[src/rtl/ika9958_st_prog.sv]
// ----------------------------------------------------------------------------
// ika9958_st_prog -- programmable video timing generator.
//
// A horizontal/vertical counter pair with field tracking. Line and frame
// geometry, sync, blank, adjust and match windows are all taken from input
// registers and compared live (no shadowing). Every output is registered and
// describes the counter state of the previous enabled cycle; o_hcnt/o_vcnt
// are delayed by the same cycle so they line up with the pins.
//
// Optional feature (macro IKA9958_ST_EXTLOCK_EN):
//   external HRST/VRST lock through enable-gated synchronizers. When the
//   macro is undefined, i_HRST_n and i_VRST_n are ignored.
//
// Ports:
//   phiA, RST_async_n        master clock, asynchronous active-low reset
//   i_phiL_NCEN              clock enable; all state advances only when high
//   i_hlast / i_vlast        last hcnt value / last vcnt value of field 0
//   i_hsync_end              hsync while hcnt < i_hsync_end
//   i_hblk_start/_end        hblank when hcnt >= start or hcnt < end
//   i_vsync_start/_end       vsync lines [start, end)
//   i_vblk_start/_end        vblank, same wrap rule as horizontal
//   i_il                     interlace enable
//   i_hadj / i_vadj          4-bit signed adjust values
//   i_win_h0/h1, i_win_v0/v1 per-window ranges [h0,h1) x [v0,v1)
//   i_HRST_n / i_VRST_n      external lock inputs (asynchronous)
//   o_hcnt/o_vcnt/o_field    counter state aligned with the pins
//   o_HSYNC_n/o_CSYNC_n/o_BLK_n  video pins
//   o_hadj_cnt/o_vadj_cnt    counters plus sign-extended adjust, wrapping
//   o_line_tick/o_frame_tick start-of-line / start-of-frame pulses
//   o_win                    per-window in-range flags
// ----------------------------------------------------------------------------
module ika9958_st_prog #(
    parameter int HW        = 9,
    parameter int VW        = 9,
    parameter int NUM_WIN   = 2,
    parameter int HRST_LINE = 6
) (
    input  logic                  phiA,
    input  logic                  RST_async_n,
    input  logic                  i_phiL_NCEN,
    input  logic [HW-1:0]         i_hlast,
    input  logic [HW-1:0]         i_hsync_end,
    input  logic [HW-1:0]         i_hblk_start,
    input  logic [HW-1:0]         i_hblk_end,
    input  logic [VW-1:0]         i_vlast,
    input  logic [VW-1:0]         i_vsync_start,
    input  logic [VW-1:0]         i_vsync_end,
    input  logic [VW-1:0]         i_vblk_start,
    input  logic [VW-1:0]         i_vblk_end,
    input  logic                  i_il,
    input  logic [3:0]            i_hadj,
    input  logic [3:0]            i_vadj,
    input  logic [NUM_WIN*HW-1:0] i_win_h0,
    input  logic [NUM_WIN*HW-1:0] i_win_h1,
    input  logic [NUM_WIN*VW-1:0] i_win_v0,
    input  logic [NUM_WIN*VW-1:0] i_win_v1,
    input  logic                  i_HRST_n,
    input  logic                  i_VRST_n,
    output logic [HW-1:0]         o_hcnt,
    output logic [VW-1:0]         o_vcnt,
    output logic                  o_field,
    output logic                  o_HSYNC_n,
    output logic                  o_CSYNC_n,
    output logic                  o_BLK_n,
    output logic [HW-1:0]         o_hadj_cnt,
    output logic [VW-1:0]         o_vadj_cnt,
    output logic                  o_line_tick,
    output logic                  o_frame_tick,
    output logic [NUM_WIN-1:0]    o_win
);

    localparam logic [VW-1:0] HRST_V = VW'(HRST_LINE);

    logic [HW-1:0]      hcnt;
    logic [VW-1:0]      vcnt;
    logic               field;

    logic               line_end;
    logic               frame_end;
    logic [VW-1:0]      vend;
    logic               hrst_line;
    logic               hrst_edge;
    logic               vrst_lock;

    logic [HW-1:0]      half;
    logic               half_mode;
    logic               after_start;
    logic               before_end;
    logic               hsync;
    logic               vsync;
    logic               hblk;
    logic               vblk;
    logic [NUM_WIN-1:0] win_next;

    assign line_end  = (hcnt == i_hlast);
    // Field 1 of an interlaced frame carries one extra line.
    assign vend      = i_vlast + {{(VW-1){1'b0}}, i_il & field};
    assign frame_end = (vcnt == vend);
    assign hrst_line = (vcnt == HRST_V);

`ifdef IKA9958_ST_EXTLOCK_EN
    logic [1:0] hrst_sync;
    logic       hrst_prev;
    logic [2:0] vrst_sync;
    logic       vrst_all_prev;
    logic       vrst_all;

    assign vrst_all  = (vrst_sync == 3'b000);
    // Falling edge on the synchronized HRST, honoured on one line only.
    assign hrst_edge = hrst_prev & ~hrst_sync[1] & hrst_line;
    // VRST fires once on entry into the all-asserted state.
    assign vrst_lock = vrst_all & ~vrst_all_prev;

    always_ff @(posedge phiA or negedge RST_async_n) begin
        if (!RST_async_n) begin
            hrst_sync     <= '0;
            hrst_prev     <= 1'b0;
            vrst_sync     <= '0;
            vrst_all_prev <= 1'b0;
        end else if (i_phiL_NCEN) begin
            hrst_sync     <= {hrst_sync[0], i_HRST_n};
            hrst_prev     <= hrst_sync[1];
            vrst_sync     <= {vrst_sync[1:0], i_VRST_n};
            vrst_all_prev <= vrst_all;
        end
    end
`else
    logic unused_lock;

    assign hrst_edge   = 1'b0;
    assign vrst_lock   = 1'b0;
    assign unused_lock = i_HRST_n ^ i_VRST_n ^ hrst_line;
`endif

    // Counters. hcnt+1 wraps naturally at 2^HW, so a lowered i_hlast can
    // never lock the counter up.
    // NOTE: sequential state uses non-blocking assignments so every flop
    // samples pre-edge values regardless of statement order.
    always_ff @(posedge phiA or negedge RST_async_n) begin
        if (!RST_async_n) begin
            hcnt  <= '0;
            vcnt  <= '0;
            field <= 1'b0;
        end else if (i_phiL_NCEN) begin
            hcnt <= (line_end || hrst_edge) ? '0 : hcnt + 1'b1;
            if (vrst_lock) begin
                vcnt  <= '0;
                field <= 1'b0;
            end else if (line_end) begin
                if (frame_end) begin
                    vcnt  <= '0;
                    field <= i_il & ~field;
                end else begin
                    vcnt <= vcnt + 1'b1;
                end
            end
        end
    end

    // Decode of the current counter state.
    // NOTE: every always_comb output gets a default first so no path can
    // leave it unassigned and infer a latch.
    always_comb begin
        half        = i_hlast >> 1;
        half_mode   = i_il & field;
        hsync       = (hcnt < i_hsync_end);
        hblk        = (hcnt >= i_hblk_start) | (hcnt < i_hblk_end);
        vblk        = (vcnt >= i_vblk_start) | (vcnt < i_vblk_end);
        // In interlaced field 1 both vsync transitions move to mid-line.
        after_start = (vcnt > i_vsync_start) |
                      ((vcnt == i_vsync_start) & (~half_mode | (hcnt >= half)));
        before_end  = (vcnt < i_vsync_end) |
                      ((vcnt == i_vsync_end) & half_mode & (hcnt < half));
        vsync       = after_start & before_end;
        win_next    = '0;
        for (int i = 0; i < NUM_WIN; i++) begin
            win_next[i] = (hcnt >= i_win_h0[i*HW +: HW]) & (hcnt < i_win_h1[i*HW +: HW]) &
                          (vcnt >= i_win_v0[i*VW +: VW]) & (vcnt < i_win_v1[i*VW +: VW]);
        end
    end

    // Registered outputs, one enabled cycle behind the counters.
    always_ff @(posedge phiA or negedge RST_async_n) begin
        if (!RST_async_n) begin
            o_hcnt       <= '0;
            o_vcnt       <= '0;
            o_field      <= 1'b0;
            o_HSYNC_n    <= 1'b1;
            o_CSYNC_n    <= 1'b1;
            o_BLK_n      <= 1'b0;
            o_hadj_cnt   <= '0;
            o_vadj_cnt   <= '0;
            o_line_tick  <= 1'b0;
            o_frame_tick <= 1'b0;
            o_win        <= '0;
        end else if (i_phiL_NCEN) begin
            o_hcnt       <= hcnt;
            o_vcnt       <= vcnt;
            o_field      <= field;
            o_HSYNC_n    <= ~hsync;
            o_CSYNC_n    <= ~(hsync ^ vsync);
            o_BLK_n      <= ~(hblk | vblk);
            o_hadj_cnt   <= hcnt + {{(HW-4){i_hadj[3]}}, i_hadj};
            o_vadj_cnt   <= vcnt + {{(VW-4){i_vadj[3]}}, i_vadj};
            o_line_tick  <= (hcnt == '0);
            o_frame_tick <= (hcnt == '0) && (vcnt == '0);
            o_win        <= win_next;
        end
    end

endmodule

[config.mk]
export PLATFORM = sky130hd
export DESIGN_NAME = ika9958_st_prog
export DESIGN_NICKNAME = d
export VERILOG_FILES = /design/src/rtl/ika9958_st_prog.sv
export SDC_FILE = /design/constraint.sdc
export NUM_CORES = 1
export LEC_CHECK = 0
export BUFFER_PORTS_ARGS = -buffer_cell sky130_fd_sc_hd__buf_2
export CAP_MARGIN = 20
export CELL_PAD_IN_SITES_DETAIL_PLACEMENT = 0
export CELL_PAD_IN_SITES_GLOBAL_PLACEMENT = 1
export CORE_ASPECT_RATIO = 1.4
export CORE_MARGIN = 2
export CORE_UTILIZATION = 40
export CTS_BUF_LIST = sky130_fd_sc_hd__clkbuf_8
export CTS_CLUSTER_SIZE = 25
export DETAILED_ROUTE_END_ITERATION = 7
export PLACE_DENSITY_LB_ADDON = 0.1
export SYNTH_ARGS = -nofsm -noshare
export SYNTH_HDL_FRONTEND = slang
export SYNTH_SLANG_ARGS = --single-unit
[constraint.sdc]
create_clock -name phiA -period 3.5 [get_ports phiA]
set_input_delay 1.05 -clock phiA [delete_from_list [all_inputs] [get_ports phiA]]
set_output_delay 1.05 -clock phiA [all_outputs]
set_load 0.02 [all_outputs]
==> results.cfg, run 1 <==
[place]
io_buffers = 208
pre_cts_ws_ns = 0.121
place.gp.congestion = 0.803
dp_cells = 1257
place_area_um2 = 8460
dpl.hpwl_um = 15600

[sta]
maxSlewHeadroom_pct = 51.4
fin_ws_ns = 0.500
timing.hold.ws_ns = 0.476
fin_crit_ns = 3.00
tns_ns = 0
skew_ns = 0.0109
slew_viol_final = 0
hold_viol_final = 0
rsz0062_at_grt = false
tightest_slew_ns = 0.729
timing.fmax_mhz = 333
setup-violations-final = 0
finalCritPeriodShare_pct = 85.7

[global_routing]
track_usage_pct = 21.3
grt_max_degree = 25
met2_usage_pct = 38.2
antenna_found_initial = 0
grt_use_met1_pct = 26.8
grt_pass1_wl_um = 31300
grt_busiest_layer = met2
overflow = 0
use_met3_pct = 3.13
grt_pass1_vias = 6357

[critical_path]
criticalPathCategory = in -> reg
critPathArrivalTime_ns = 3.28
end_kind = register
start_kind = input pin
startpoint = i_hlast[7]
path_max_fanout = 2
r2r-end = field$_DFFE_PN0P_
crit_path_end = o_CSYNC_n$_DFFE_PN1P_
timing.rr.start = field$_DFFE_PN0P_
required_ns = 3.78
reg2reg_slack_ns = 0.88
r2r.worst_path.cells = 11

[power_and_ir_drop]
power_mw = 3.49
vdd.ir_drop.worst_mv = 0.167
p_switching_mw = 1.48
p_leak_nw = 4.90
powerDensity_nw_per_um2 = 405
p_int_mw = 2.01
p_clk_share_pct = 16.8
power_frac_comb_pct = 52.9
swShare_pct = 42.4
seqPwrFrac_pct = 30.3

[logic_synthesis]
syn_inst = 803
synth_ff_type = dfrtp_1
synth.avg_cell_area_um2 = 8.72
yosysSeqAreaShare_pct = 22.6
yosys_warnings = 0
synth_top_cell_by_area = ha_1
synth_top_area_share_pct = 28.2
syn-num-nets = 1130
ys_ff_latch = 63
synthTopCellsByArea = ha_1 28%, dfrtp_1 22%, inv_1 7.7%
syn-cell-area_um2 = 7000
ys_async_sr_fraction_pct = 100
synth_edf_count = 0
synth.distinct_cells = 59

[layout]
utilization_pct = 50.0
antenna_cells = 0
drive_gt1_share_pct = 27.7
final_area_um2 = 8630
final_cell_mix = 208 x buf_2, 158 x ha_1, 143 x inv_1
area_delta_synth_final_pct = 23.3
fillCellCount = 1806
final_common_cell = buf_2
nets = 1359
final_cell_count_no_fill = 1273

[drt]
finalWirelength_um = 19400
drt_iter0_markers = 265
firstDrtPassIters = 4
wl_per_cell_um = 15.2
via_count = 6339
drc = 0
detail-route-antenna-nets = 0
via_per_inst = 4.98

[cts]
clkTransAtPathRegs_ns = 0.08
cts_resized = 0
cts_tree = yes
cts_hold_buf = 0
postCtsSetupRepairBufs = 0
cts_root_buffer = clkbuf_8
cts_num_sinks = 63
htreeDepth = 3
cts_inserted_buffers = 9
ctsLongestPathBuffers = 2
clock_latency_ns = 0.35

[floorplanning]
start_util_pct = 40.6
core_um2 = 17300
ios = 211
row_count = 57
die_y_um = 161
dieArea_um2 = 18600
die_x_um = 116

[flow_run]
cap_violations = 0

[worst_hold_path]
hold_class = reg -> reg

[outcome]
status = completed
-- state kept, by name, indices dropped and copies added (netlist names), 2 cells and up --
register,flops
o_hadj_cnt,9
o_vcnt,9
o_vadj_cnt,9
o_win,2
o_hcnt,9
hcnt,9
vcnt,9
-- layout make-up --
class                      instances  area (um^2)  share of cell area, %
timing repair buffer             232         1220                   14.1
clock buffer                       9          124                   1.43
inverter                         143          537                   6.22
multi-input combinational        583         4830                   55.9
tap                              236          295                   3.42
sequential                        63         1580                   18.3
clock inverter                     7         48.8                  0.565
-- cells in the mapped netlist, types with 19 or more instances --
library cell,instances
a21oi_1,39
dfrtp_1,61
nand3_1,23
nor2_1,31
xnor2_1,27
nor2b_1,21
ha_1,158
nand2_1,31
a21o_1,19
o21ai_0,41
inv_1,143
mux2_2,31
-- worst min path at each step --
stage | depth (start not counted) | from | slack [ns] | endpoint
6_report | 1 | o_hadj_cnt[4]$_DFFE_PN0P_ | 0.48 | o_hadj_cnt[4]$_DFFE_PN0P_
5_1_grt | 1 | o_hadj_cnt[4]$_DFFE_PN0P_ | 0.50 | o_hadj_cnt[4]$_DFFE_PN0P_
4_1_cts | 1 | o_hadj_cnt[4]$_DFFE_PN0P_ | 0.49 | o_hadj_cnt[4]$_DFFE_PN0P_
3_5_place_dp | 2 | o_hadj_cnt[1]$_DFFE_PN0P_ | 0.47 | o_hadj_cnt[1]$_DFFE_PN0P_
3_3_place_gp | 1 | o_frame_tick$_DFFE_PN0P_ | 0.47 | o_frame_tick$_DFFE_PN0P_
2_1_floorplan | 1 | field$_DFFE_PN0P_ | 0.50 | field$_DFFE_PN0P_
-- worst max-delay path: stages --
cell and delay (ns):
buf_2 0.10, inv_1 0.04, ha_1 0.30, a21o_1 0.16, a2111oi_0 0.45, o211ai_1 0.24, nor4_1 0.32, o221ai_1 0.18
xnor2_1 0.16, mux2_2 0.27
-- metal layers --
layer | share of wire (%) | vias up
met5 | 0 | -
met2 | 50 | 156
met3 | 4.0 | 16
li1 | - | 3277
met1 | 45 | 2890
met4 | 1.5 | 0
-- cells by family after synthesis --
kind of cell / share of synthesized area [%]
AO/OA/AOI/OAI: 16.3
XOR/XNOR: 4.50
adder cells (fa/ha/maj): 28.8
buffers and inverters: 8.49
flip-flops: 22.6
multiplexers: 5.58
AND/OR/NAND/NOR: 13.8
-- power by group through the flow --
stage / Clock (mW) / Combinational, mW / Sequential [mW]
final: 0.587 / 1.85 / 1.06
after global routing: 0.633 / 2.11 / 1.09
after CTS: 0.608 / 1.87 / 1.07
after detailed placement: 0 / 1.86 / 1.08
after global placement: 0 / 1.84 / 1.08
after floorplan: 0 / 1.06 / 1.24
No activity file was read; power rests on OpenSTA's default activity.
==> inputs of run 2 (changes only) <==
CORE_MARGIN = unset   (was 2)
CORE_UTILIZATION = 39   (was 40)
CTS_BUF_LIST = unset   (was sky130_fd_sc_hd__clkbuf_8)
==> results.cfg, run 2 (same netlist as run 1, synthesis figures left out) <==
[critical_path]
required_ns = 3.77
start_kind = input pin
path_max_fanout = 10
criticalPathCategory = in -> reg
end_kind = register
critPathArrivalTime_ns = 3.29

[cts]
postCtsSetupRepairBufs = 0
cts_num_sinks = 63
ctsLongestPathBuffers = 2
cts_inserted_buffers = 9
clkTransAtPathRegs_ns = 0.06
clock_latency_ns = 0.33
cts_resized = 0
cts_tree = yes
htreeDepth = 3
cts_hold_buf = 0
cts_root_buffer = clkbuf_16

[layout]
area_delta_synth_final_pct = 26.0
final_common_cell = buf_2
nets = 1357
drive_gt1_share_pct = 27.4
final_cell_mix = 208 x buf_2, 158 x ha_1, 143 x inv_1

[drt]
via_per_inst = 4.97
drt_iter0_markers = 178
finalWirelength_um = 19500
drc = 0
wl_per_cell_um = 15.3
detail-route-antenna-nets = 0
firstDrtPassIters = 4
via_count = 6322

[power_and_ir_drop]
p_leak_nw = 4.98
vdd.ir_drop.worst_mv = 0.209
powerDensity_nw_per_um2 = 458

[sta]
maxSlewHeadroom_pct = 44.8
rsz0062_at_grt = false
timing.fmax_mhz = 331
skew_ns = 0.00723
slew_viol_final = 0
finalCritPeriodShare_pct = 86.3
setup-violations-final = 0
fin_ws_ns = 0.478
hold_viol_final = 0
tns_ns = 0
fin_crit_ns = 3.02
tightest_slew_ns = 0.828

[floorplanning]
start_util_pct = 40.1
die_y_um = 161
dieArea_um2 = 18500
ios = 211
row_count = 57
core_um2 = 17500
die_x_um = 115

[global_routing]
track_usage_pct = 21.7
grt_pass1_vias = 6290
grt_pass1_wl_um = 31100
grt_max_degree = 26
overflow = 0
antenna_found_initial = 1

[worst_hold_path]
hold_class = reg -> reg

[place]
place.gp.congestion = 0.828
io_buffers = 208
dpl.hpwl_um = 15600
pre_cts_ws_ns = 0.139

[flow_run]
cap_violations = 0

[outcome]
status = completed
==> run 2: cell type report <==
type	instances	area, um^2
clock inverter	5	129
clock buffer	11	243
inverter	143	537
tap	236	295
timing repair buffer	230	1210
antenna	1	2.50
fill	1742	8650
multi-input combinational	583	4830
sequential	63	1580
==> run 2: power breakdown <==
part	total (mW)	switching, mW	internal (mW)	leakage [nW]
clock	1.13	0.342	0.789	0.180
combinational	1.85	0.987	0.863	4.02
sequential	1.06	0.165	0.894	0.779
==> run 2: final timing paths <==
path	endpoint	from	cells past startpoint	slack, ns
setup / recovery	vcnt[0]$_DFFE_PN0P_	i_il	13	0.48
hold / removal	o_hadj_cnt[1]$_DFFE_PN0P_	o_hadj_cnt[1]$_DFFE_PN0P_	2	0.48
setup reg to reg	vcnt[0]$_DFFE_PN0P_	field$_DFFE_PN0P_	12	0.86
hold reg to reg	o_hadj_cnt[1]$_DFFE_PN0P_	o_hadj_cnt[1]$_DFFE_PN0P_	2	0.48
max in group asynchronous	field$_DFFE_PN0P_	RST_async_n	2	2.01
min in group asynchronous	o_win[1]$_DFFE_PN0P_	RST_async_n	1	0.74
==> run 2: critical path, cell delays in order <==
cell and delay [ns]:
buf_2 0.10, nand2_1 0.07, inv_1 0.04, ha_1 0.19, ha_1 0.28, and2_1 0.18, nor2b_1 0.12, o311ai_0 0.33
o21a_1 0.22, a2111oi_4 0.04, buf_4 0.18, nor2_2 0.26, mux2_2 0.21
==> run 2: metrics by stage <==
stage | cell area [um^2] | power [mW] | instances | hold WS, ns | util, %
floorplan | 7000 | 2.29 | 803 | 0.505 | -
global route | 8820 | 4.37 | 1272 | 0.501 | 50.5
detailed placement | 8440 | 2.95 | 1255 | 0.469 | 48.3
finish | 8820 | 4.04 | 1272 | 0.476 | 50.5
global placement | 8440 | 2.93 | 1255 | 0.464 | 48.3
CTS | 8820 | 4.10 | 1271 | 0.484 | 50.5
==> run 2: per-layer routing <==
layer / global-route usage (%) / part of all wire [%] / wire (um)
met1: 26.3 / 46 / 8890
met2: 39.1 / 48 / 9410
met3: 2.98 / 4.0 / 772
met4: 6.79 / 2.2 / 433
met5: 0 / 0 / 0
